File: src/rtl/chacha_ks_prefetch_buf.sv
// Keystream prefetch buffer: requests 512-bit ChaCha20 blocks ahead of demand,
// tags each with its block counter and serves them as LANE_BYTES-wide slices.
module chacha_ks_prefetch_buf #(
  parameter int unsigned LANE_BYTES = 16,
  parameter int unsigned DEPTH      = 2
) (
  input  logic                    clk,
  input  logic                    rst_n,
  input  logic                    cfg_we,
  input  logic [31:0]             ctr_init,
  output logic                    gen_req,
  input  logic                    gen_valid,
  input  logic [511:0]            gen_data,
  output logic                    ks_valid,
  input  logic                    ks_ready,
  output logic [LANE_BYTES*8-1:0] ks_data,
  output logic [31:0]             ks_ctr,
  output logic                    ks_last,
  output logic [3:0]              level,
  output logic                    ctr_wrap_err
);

  localparam int unsigned NSLICE = 64 / LANE_BYTES;
  localparam int unsigned LANE_W = LANE_BYTES * 8;
  localparam int unsigned IDX_W  = (NSLICE > 1) ? $clog2(NSLICE) : 1;
  localparam int unsigned PTR_W  = (DEPTH > 1) ? $clog2(DEPTH) : 1;

  logic [511:0]      blk_mem [DEPTH];
  logic [31:0]       tag_mem [DEPTH];
  logic [PTR_W-1:0]  wr_ptr;
  logic [PTR_W-1:0]  rd_ptr;
  logic [3:0]        count;
  logic [IDX_W-1:0]  idx;
  logic [31:0]       ctr_next;
  logic              armed;
  logic              pending;
  logic              drop;
  logic              exhausted;

  logic              fifo_full;
  logic              accept;
  logic              push;
  logic              pop;
  logic              pop_blk;
  logic              last_slice;
  logic [511:0]      head_blk;
  logic [LANE_W-1:0] head_slice;

  function automatic logic [PTR_W-1:0] ptr_inc(input logic [PTR_W-1:0] p);
    return (p == PTR_W'(DEPTH - 1)) ? '0 : p + PTR_W'(1);
  endfunction

  always_comb begin
    ks_valid   = (count != 4'd0);
    last_slice = (idx == IDX_W'(NSLICE - 1));
    head_blk   = blk_mem[rd_ptr];
    head_slice = LANE_W'(head_blk >> (32'(idx) * LANE_W));
    fifo_full  = (count == 4'(DEPTH));
    // Space is reserved at request time, so a response can never meet a full FIFO.
    gen_req    = armed & ~pending & ~exhausted & ~cfg_we & ~fifo_full;
    accept     = gen_valid & pending;
    push       = accept & ~drop & ~cfg_we;
    pop        = ks_valid & ks_ready & ~cfg_we;
    pop_blk    = pop & last_slice;
    ks_data    = ks_valid ? head_slice : '0;
    ks_ctr     = ks_valid ? tag_mem[rd_ptr] : '0;
    ks_last    = ks_valid & last_slice;
    level      = count + {3'b000, pending};
  end

  always_ff @(posedge clk) begin
    if (push) begin
      blk_mem[wr_ptr] <= gen_data;
      tag_mem[wr_ptr] <= ctr_next;
    end
  end

  always_ff @(posedge clk or negedge rst_n) begin
    if (!rst_n) begin
      wr_ptr       <= '0;
      rd_ptr       <= '0;
      count        <= '0;
      idx          <= '0;
      ctr_next     <= '0;
      armed        <= 1'b0;
      pending      <= 1'b0;
      drop         <= 1'b0;
      exhausted    <= 1'b0;
      ctr_wrap_err <= 1'b0;
    end else if (cfg_we) begin
      ctr_next     <= ctr_init;
      wr_ptr       <= '0;
      rd_ptr       <= '0;
      count        <= '0;
      idx          <= '0;
      armed        <= 1'b1;
      exhausted    <= 1'b0;
      ctr_wrap_err <= 1'b0;
      // A response landing in this cycle is swallowed here; one still in flight is marked stale.
      if (accept) begin
        pending <= 1'b0;
        drop    <= 1'b0;
      end else if (pending) begin
        drop <= 1'b1;
      end
    end else begin
      if (gen_req) begin
        pending <= 1'b1;
      end
      if (accept) begin
        pending <= 1'b0;
        drop    <= 1'b0;
      end
      if (push) begin
        wr_ptr   <= ptr_inc(wr_ptr);
        ctr_next <= ctr_next + 32'd1;
        if (ctr_next == 32'hFFFF_FFFF) begin
          exhausted    <= 1'b1;
          ctr_wrap_err <= 1'b1;
        end
      end
      if (pop) begin
        if (last_slice) begin
          idx    <= '0;
          rd_ptr <= ptr_inc(rd_ptr);
        end else begin
          idx <= idx + IDX_W'(1);
        end
      end
      count <= count + {3'b000, push} - {3'b000, pop_blk};
    end
  end

endmodule

File: config.mk
export PLATFORM = sky130hd
export DESIGN_NAME = chacha_ks_prefetch_buf
export DESIGN_NICKNAME = d
export VERILOG_FILES = /design/src/rtl/chacha_ks_prefetch_buf.sv
export SDC_FILE = /design/constraint.sdc
export NUM_CORES = 1
export LEC_CHECK = 0
export CAP_MARGIN = 40
export CELL_PAD_IN_SITES_DETAIL_PLACEMENT = 1
export CELL_PAD_IN_SITES_GLOBAL_PLACEMENT = 1
export CORE_AREA = 3 3 300 302
export CTS_CLUSTER_DIAMETER = 150
export DETAILED_ROUTE_END_ITERATION = 10
export DIE_AREA = 0 0 303 305
export GPL_ROUTABILITY_DRIVEN = 0
export PLACE_DENSITY_LB_ADDON = 0.1
export SYNTH_ARGS = -nofsm -noshare
export SYNTH_HDL_FRONTEND = slang
export SYNTH_SLANG_ARGS = --single-unit
File: constraint.sdc
create_clock -name clk -period 71 [get_ports clk]
set_input_delay 7.1 -clock clk [delete_from_list [all_inputs] [get_ports clk]]
set_output_delay 7.1 -clock clk [all_outputs]
set_load 0.05 [all_outputs]
[After elaboration in Yosys (flattened, before gate mapping)]
Memory sizes are Yosys's and may differ from the RTL's.
Cells that the tools add are included.
Word-level totals
  bits in registers: 44
  bits in latches: 0
  bits in writable memories: 1088
  ROM bits: 0
  input bits: 549
  output and inout bits: 168
  word-level logic and storage cells: 78
  memories: 2
Memory list
  blk_mem: words 2, bits a word 512, read ports 1, clocked after memory_dff 0, wr ports 1, line 28  | logic [511:0] blk_mem [DEPTH];
  tag_mem: words 2, bits a word 32, read ports 1, clocked after memory_dff 0, wr ports 1, line 29  | logic [31:0] tag_mem [DEPTH];
Cells by class
  $add $sub $neg: 7
  multipliers: 0
  div/mod/pow operators: 0
  magnitude comparators: 0
  equal/unequal tests: 4
  shifts and indexed selects: 1
  mux-type cells: 27
  bitwise logic cells: 16
  reduce and logical (&&, ||, !) cells: 12
Operators by type and width (number)
  $shr 512x9->128: 1
  $mux 128: 1
  $mux 32: 3
  $add 32x1->32 const B: 1
  $eq 32x32->1 const B: 1
  $mux 1: 19
  $reduce_bool 2->1: 7
  $and 1x1->1: 11
  $add 4x1->4: 2
  $reduce_and 2->1: 4
  $mux 2: 3
  $not 1->1: 5
  $eq 4x2->1 const B: 1
  $mux 4: 1
  $reduce_bool 4->1: 1
  $sub 4x1->4: 1
  $add 1x1->1 const B: 2
  $add 2x1->2 const B: 1
  $eq 2x2->1 const B: 1
  $ne 2x1->1 const B: 1

[Longest topological paths before layout]
  depth after elaboration: 8
  gate-level depth with buffers: 14
  depth with buffers taken out: 13

[Worst setup path after synthesis]
No wires, ideal clock.
  kind: input port to flip-flop
  from: in gen_valid
  to: mem blk_mem[0][0], enable pin
  setup time: 1464 ps
  arrival time: 30004 ps
  data required time: 69536 ps
  path slack: 39532 ps
  cell stages on the path: 3
  cells stage by stage: nand3b_1 nand2b_1 nor2_1
Between the ends
  cells in the longest elaborated chain, start to end: 5
Ends and longest elaborated chain
  from (decl): line 12  | input logic gen_valid,
  $and 1x1->1: line 61  | accept = gen_valid & pending;
  $and 1x1->1 (2 in series): line 62  | push = accept & ~drop & ~cfg_we;
  $mux 1: line 72  | if (push) begin
  $mux 1 (not written as such): line 73  | blk_mem[wr_ptr] <= gen_data;
  to (decl): line 28
No other way between the ends.

[Worst setup path in the final report]
  from: in cfg_we
  to: out gen_req
Between the ends
  cells in the longest elaborated chain, start to end: 3
Ends and longest elaborated chain
  from (decl): line 9  | input logic cfg_we,
  $not 1->1: line 60  | gen_req = armed & ~pending & ~exhausted & ~cfg_we & ~fifo_full;
  $and 1x1->1 (2 in series): line 60
  to (decl): line 11  | output logic gen_req,
No other way between the ends.

==> results.sh <==
export IMPL_core_area_mm2=0.0880
export IMPL_timing_final_crit_share=0.236
export IMPL_first_pass_iters=5
export IMPL_start_kind="primary input"
export IMPL_max_freq_mhz=59.6
export IMPL_synthArstFlopShare=0.0389
export IMPL_slew_violations=0
export IMPL_fin_nets=3373
export IMPL_cts_tree="built"
export IMPL_cts_sinks=1132
export IMPL_tightest_slew_ps=1320
export IMPL_critical_path_slowest_cell="clkdlybuf4s50_1"
export IMPL_path_cells="clkdlybuf4s50_1 > buf_4 > or4b_2 > a31oi_1 > clkdlybuf4s50_1"
export IMPL_post_cts_buffers=0
export IMPL_clock_skew_ps=24.6
export IMPL_die_y_um=305
export IMPL_min_period_ps=16780
export IMPL_dp_cells=3860
export IMPL_finalHoldViolCount=0
export IMPL_cts_max_level=3
export IMPL_vias_per_cell=5.56
export IMPL_ctsHoldBuffers=0
export IMPL_synth_edff_count=1088
export IMPL_grt_usage=0.248
export IMPL_cpMostUsedCell="clkdlybuf4s50_1"
export IMPL_power_per_cell_area_mw_per_mm2=26.6
export IMPL_postSynthAreaPerCell_um2=21.3
export IMPL_clk_latency_ps=710
export IMPL_io_pins=717
export IMPL_floorplan_rows=109
export IMPL_portBuffers=716
export IMPL_met1_usage=0.281
export IMPL_num_vias=22900
export IMPL_syn_nets=2609
export IMPL_hold_path_class="flop to flop"
export IMPL_worst_path_max_fanout=45
export IMPL_reg2reg_slack_ps=67230
export IMPL_die_w_um=303
export IMPL_syn_area_mm2=0.0436
export IMPL_peakVddDrop_uv=29.2
export IMPL_grt_busiest_layer="met2"
export IMPL_worst_r2r_cell_count=6
export IMPL_leakagePower_nw=17.4
export IMPL_rsz0062_at_grt="no"
export IMPL_post_route_util=0.639
export IMPL_ys_types=43
export IMPL_dp_hpwl_um=76600
export IMPL_initial_utilization=0.496
export IMPL_min_delay_start="armed"
export IMPL_syn_to_final_growth_pct=28.9
export IMPL_status="complete, no violations"
export IMPL_drt_wl_total_um=114000
export IMPL_yosys_area_top_type="edfxtp_1"
export IMPL_synth_top_area_frac=0.749
export IMPL_max_stage_delay_ps=910
export IMPL_holdPathStages=1
export IMPL_finalWorstSetupSlack_ps=54220
export IMPL_drive_gt1_frac=0.158
export IMPL_numCtsBuffers=116
export IMPL_slew_headroom=0.122
export IMPL_endpoint_kind="primary output"
export IMPL_antenna_found_initial=69
export IMPL_crit_type="primary input to primary output"
export IMPL_synth_top_flop_cell="edfxtp_1"
export IMPL_drtAntennaViolNets=0
export IMPL_max_cap_violations=0
export IMPL_fin_cells=4126
export IMPL_grt_max_degree=172
export IMPL_cts_resized_gates=0
export IMPL_dp_slack_ps=54250
export IMPL_die_area_mm2=0.0924
export IMPL_drc=0
export IMPL_grt_pass1_wl_um=167000
export IMPL_finalSetupTns_ps=0
export IMPL_met3_usage=0.0744
export IMPL_cts_root_buffer="clkbuf_16"
export IMPL_drt_first_iter_violations=1800
export IMPL_clk_pin_slew_ps=60
export IMPL_reg2reg_to="blk_mem[1][103]"
export IMPL_hold_path_end="armed"
export IMPL_wl_per_cell_um=27.7
export IMPL_synth_warnings=0
export IMPL_nFillCells=7339
export IMPL_ys_ff_latch=1132
export IMPL_netlist_instances=2049
export IMPL_cp_data_required_time_ps=63900
export IMPL_grt_pass1_vias=25700
export IMPL_synthTopCellsByArea="edfxtp_1, mux4_2, mux2i_1"
export IMPL_clk_path_buf_depth=3
export IMPL_grt_ovfl_total=0
export IMPL_grt_use_met2=0.431
export IMPL_crit_arrival_ps=9680
export IMPL_yosysSeqAreaShare=0.774
export IMPL_r2r_start="pending"
export IMPL_setup_viol=0
-- synth_stat cells (4+ instances only) --
cell	count
edfxtp_1	1088
nand4_1	4
xnor2_1	11
and3_1	4
ha_1	10
or3_1	5
xor2_1	6
clkbuf_1	65
o31ai_1	14
a31oi_1	17
buf_2	23
inv_1	12
nand2b_1	4
mux4_2	256
nand2_1	29
nand3_1	18
buf_1	19
a21oi_1	5
o31a_1	6
or4_1	19
mux2i_1	161
nor2_1	185
dfrtp_1	44
nor4_1	6
o21ai_0	14
-- through the flow --
| stage | power, W | area [µm²] | hold slack (ps) |
|---|---|---|---|
| after floorplan | 0.000866 | 43600 | 427 |
| after global placement | 0.000917 | 52100 | 462 |
| after detailed placement | 0.000925 | 52500 | 447 |
| after CTS | 0.00151 | 56100 | 462 |
| after global routing | 0.00154 | 56200 | 480 |
| final | 0.00149 | 56200 | 463 |
-- worst max-delay path by stage --
stage,start,endpoint
after floorplan,gen_valid,blk_mem[0][0]
after global placement,cfg_we,gen_req
after detailed placement,cfg_we,gen_req
after CTS,cfg_we,gen_req
after global routing,cfg_we,gen_req
final,cfg_we,gen_req
-- registers in the layout, indices dropped and copies added, names as in the netlist --
name / count
drop: 1
pending: 1
wr_ptr: 1
blk_mem: 1024
ctr_next: 32
armed: 1
count: 4
idx: 2
exhausted: 1
tag_mem: 64
rd_ptr: 1
-- worst max-delay path: cells and delay by family --
family	cells	cell delay (ps)
buffers and inverters	3	1600
AOI/OAI and AO/OA	1	250
and+or+nand+nor	1	710
-- kinds of logic (layout without fill, tap and decap cells) --
family / count (synthesis) / count (layout) / share of synthesized area
xor+xnor: 17 / 17 / 0.00341
fa+ha+maj: 11 / 11 / 0.00333
buf+inv: 123 / 986 / 0.0115
flops: 1132 / 1132 / 0.774
compound gates: 60 / 60 / 0.00892
other cells: 0 / 49 / 0
simple gates: 289 / 289 / 0.0300
mux: 417 / 417 / 0.169
-- cell type report --
class,instances,area (µm²),share of cell area
inverters,13,48.8,0.000868
well taps,1165,1460,0.0259
clock buffers,152,3050,0.0542
clock inverters,65,574,0.0102
diodes,49,123,0.00218
flip-flops and latches,1132,33800,0.601
multi-input cells,794,9390,0.167
repair buffers,756,7820,0.139
-- where the power goes --
group	total (W)	switching (W)	internal [W]	leakage, nW
Combinational	0.000148	0.0000830	0.0000649	5.33
Sequential	0.000763	0.00000837	0.000754	10.4
Clock	0.000583	0.000252	0.000331	1.77
Total	0.00149	0.000343	0.00115	17.4
-- cell usage in the layout, fill, tap and decap left out, drive strengths merged, types with 6 or more instances in the layout --
cell type / count
mux4: 256
inv: 15
xnor2: 11
nor4: 6
xor2: 6
ha: 10
dfrtp: 44
a31oi: 17
o31ai: 14
o21ai: 14
nand2: 29
buf: 41
o31a: 6
bufinv: 8
nor2: 185
clkinv: 53
clkbuf: 152
or4: 19
clkdlybuf4s50: 715
diode: 49
edfxtp: 1088
nand3: 18
mux2i: 161
-- per-layer routing --
layer | up-vias | wire length, µm
met5 | - | 311
met4 | 44 | 4490
met3 | 244 | 7960
met2 | 691 | 61300
met1 | 11900 | 40200
li1 | 10000 | -
(Power assumes the default switching activity.)
==> RTL edit (config.mk and constraints unchanged) <==
The parameter `DEPTH` goes from 2 to 1.
--- a/src/rtl/chacha_ks_prefetch_buf.sv
+++ b/src/rtl/chacha_ks_prefetch_buf.sv
@@ -2,7 +2,7 @@
 // tags each with its block counter and serves them as LANE_BYTES-wide slices.
 module chacha_ks_prefetch_buf #(
   parameter int unsigned LANE_BYTES = 16,
-  parameter int unsigned DEPTH      = 2
+  parameter int unsigned DEPTH      = 1
 ) (
   input  logic                    clk,
   input  logic                    rst_n,
Check against the original RTL: not equivalent (Yosys sat finds a counterexample within 4 cycles, from zero or initial values and one cycle with rst_n low).
==> RTL edit against the original RTL <==
- wire length down 35%
- sequential cell count down 546
- hold slack better by 7.7 ps
- combinational power down 9%
- highest routed layer unchanged
- synthesized area down 47%
- power down 39%
- cell area down 39%
- worst setup slack better by 720 ps
==> RTL edit: results (changes against the original RTL) <==
.. list-table::
   :header-rows: 1

   * - Metric
     - Value
   * - WHS
     - 471.2 ps (+7.694 ps)
   * - Worst Tran Pin Value
     - 887.2 ps (-430.4 ps)
   * - Avg WL per Cell
     - 23.60 µm (-15%)
   * - Number of clock buffers in the layout
     - 91 (-40%)
   * - Post-place instance area
     - 31620 µm² (-40%)
   * - Outcome
     - complete, no violations
   * - Most frequent cells after synthesis
     - sky130_fd_sc_hd__edfxtp_1, sky130_fd_sc_hd__and2_1, sky130_fd_sc_hd__mux4_2, sky130_fd_sc_hd__nand2_1, sky130_fd_sc_hd__dfrtp_1
   * - Vias in the first global route
     - 15430 (-40%)
   * - Wire length on met3
     - 7355 µm (-7.6%)
   * - Metal2 WL
     - 39800 µm (-35%)
   * - Area of the multi-input gates
     - 5261 µm² (-44%)
   * - Fraction of synthesis flops using an asynchronous set or reset pin
     - 0.07167 (+0.03280)
   * - Share of cell area taken by flip-flops and latches
     - 0.5110 (-0.08965)
   * - Initial drt markers
     - 658 (-63%)
   * - Fillcell total
     - 8791 (+20%)
   * - Met1 global-route usage
     - 0.1605 (-0.1206)
   * - Largest stage delay on the critical path
     - 840 ps (-70 ps)
   * - Overall global routing resource usage
     - 0.1588 (-0.08916)
   * - Maximum clock skew at final layout
     - 18.31 ps (-6.328 ps)
   * - Post-detailed-placement half-perimeter wirelength
     - 54900 µm (-28%)
   * - Number of antenna violations at the first check in global routing
     - 30 (-57%)
   * - Nonclk inv count
     - 8 (-5)
   * - Router iterations before antenna repair
     - 4 (-1)
   * - Worst-path fanout max
     - 6 (-87%)
   * - Largest net degree at the start of global routing
     - 156 (-9.3%)
   * - Switching portion of total power
     - 0.2479 (+0.01826)
   * - Clock buf/inv share
     - 0.06987 (+0.005474)
   * - Distinct cell type count after synthesis
     - 42 (-2.3%)
   * - Met2 capacity usage during global routing
     - 0.2919 (-0.1389)
   * - Top area cells in the synthesized netlist
     - sky130_fd_sc_hd__edfxtp_1, sky130_fd_sc_hd__mux4_2, sky130_fd_sc_hd__dfrtp_1
   * - Leakage power of the design
     - 11.13 nW (-36%)
   * - Portion of the layout cell area used by non-clock buffers
     - 0.2196 (+0.08050)
   * - Global-route wire length before repair
     - 106300 µm (-36%)
   * - Met3 Track Usage GR
     - 0.06960 (-0.004773)
   * - Final Net Count
     - 2467 (-27%)
==> RTL edit: cell types whose count changed in the layout (fill, tap and decap cells not counted), moves of 15 or more <==
cell	delta
sky130_fd_sc_hd__a31oi_1	-15
sky130_fd_sc_hd__and2_1	+162
sky130_fd_sc_hd__clkbuf_1	-19
sky130_fd_sc_hd__clkbuf_16	-41
sky130_fd_sc_hd__diode_2	-31
sky130_fd_sc_hd__edfxtp_1	-544
sky130_fd_sc_hd__mux2i_1	-160
sky130_fd_sc_hd__mux4_2	-128
sky130_fd_sc_hd__nand2_1	+18
sky130_fd_sc_hd__nor2_1	-174
sky130_fd_sc_hd__or4_1	-19
==> RTL edit: power groups by stage <==
stage / Clock, mW / Combinational (mW) / Sequential [mW]
after floorplan: 0 / 0.0713 / 0.428
after global placement: 0 / 0.135 / 0.412
after detailed placement: 0 / 0.137 / 0.413
after CTS: 0.384 / 0.138 / 0.406
after global routing: 0.399 / 0.144 / 0.408
final: 0.370 / 0.134 / 0.406
==> RTL edit: per-stage QoR <==
step | utilization | cells | setup slack, ps
floorplan | - | 1150 | 38360
global placement | 0.3574 | 2990 | 54910
detailed placement | 0.3594 | 2997 | 54930
CTS | 0.3865 | 3129 | 54930
global route | 0.3867 | 3136 | 54840
finish | 0.3870 | 3147 | 54940
==> RTL edit: cell families after synthesis <==
group,count (synthesis),share of synthesized area
XOR/XNOR,36,0.01376
buffers and inverters,66,0.01228
AND/OR/NAND/NOR,282,0.07331
multiplexers,131,0.1272
adder cells (fa/ha/maj),11,0.006332
flip-flops,586,0.7585
AO/OA/AOI/OAI,38,0.008624
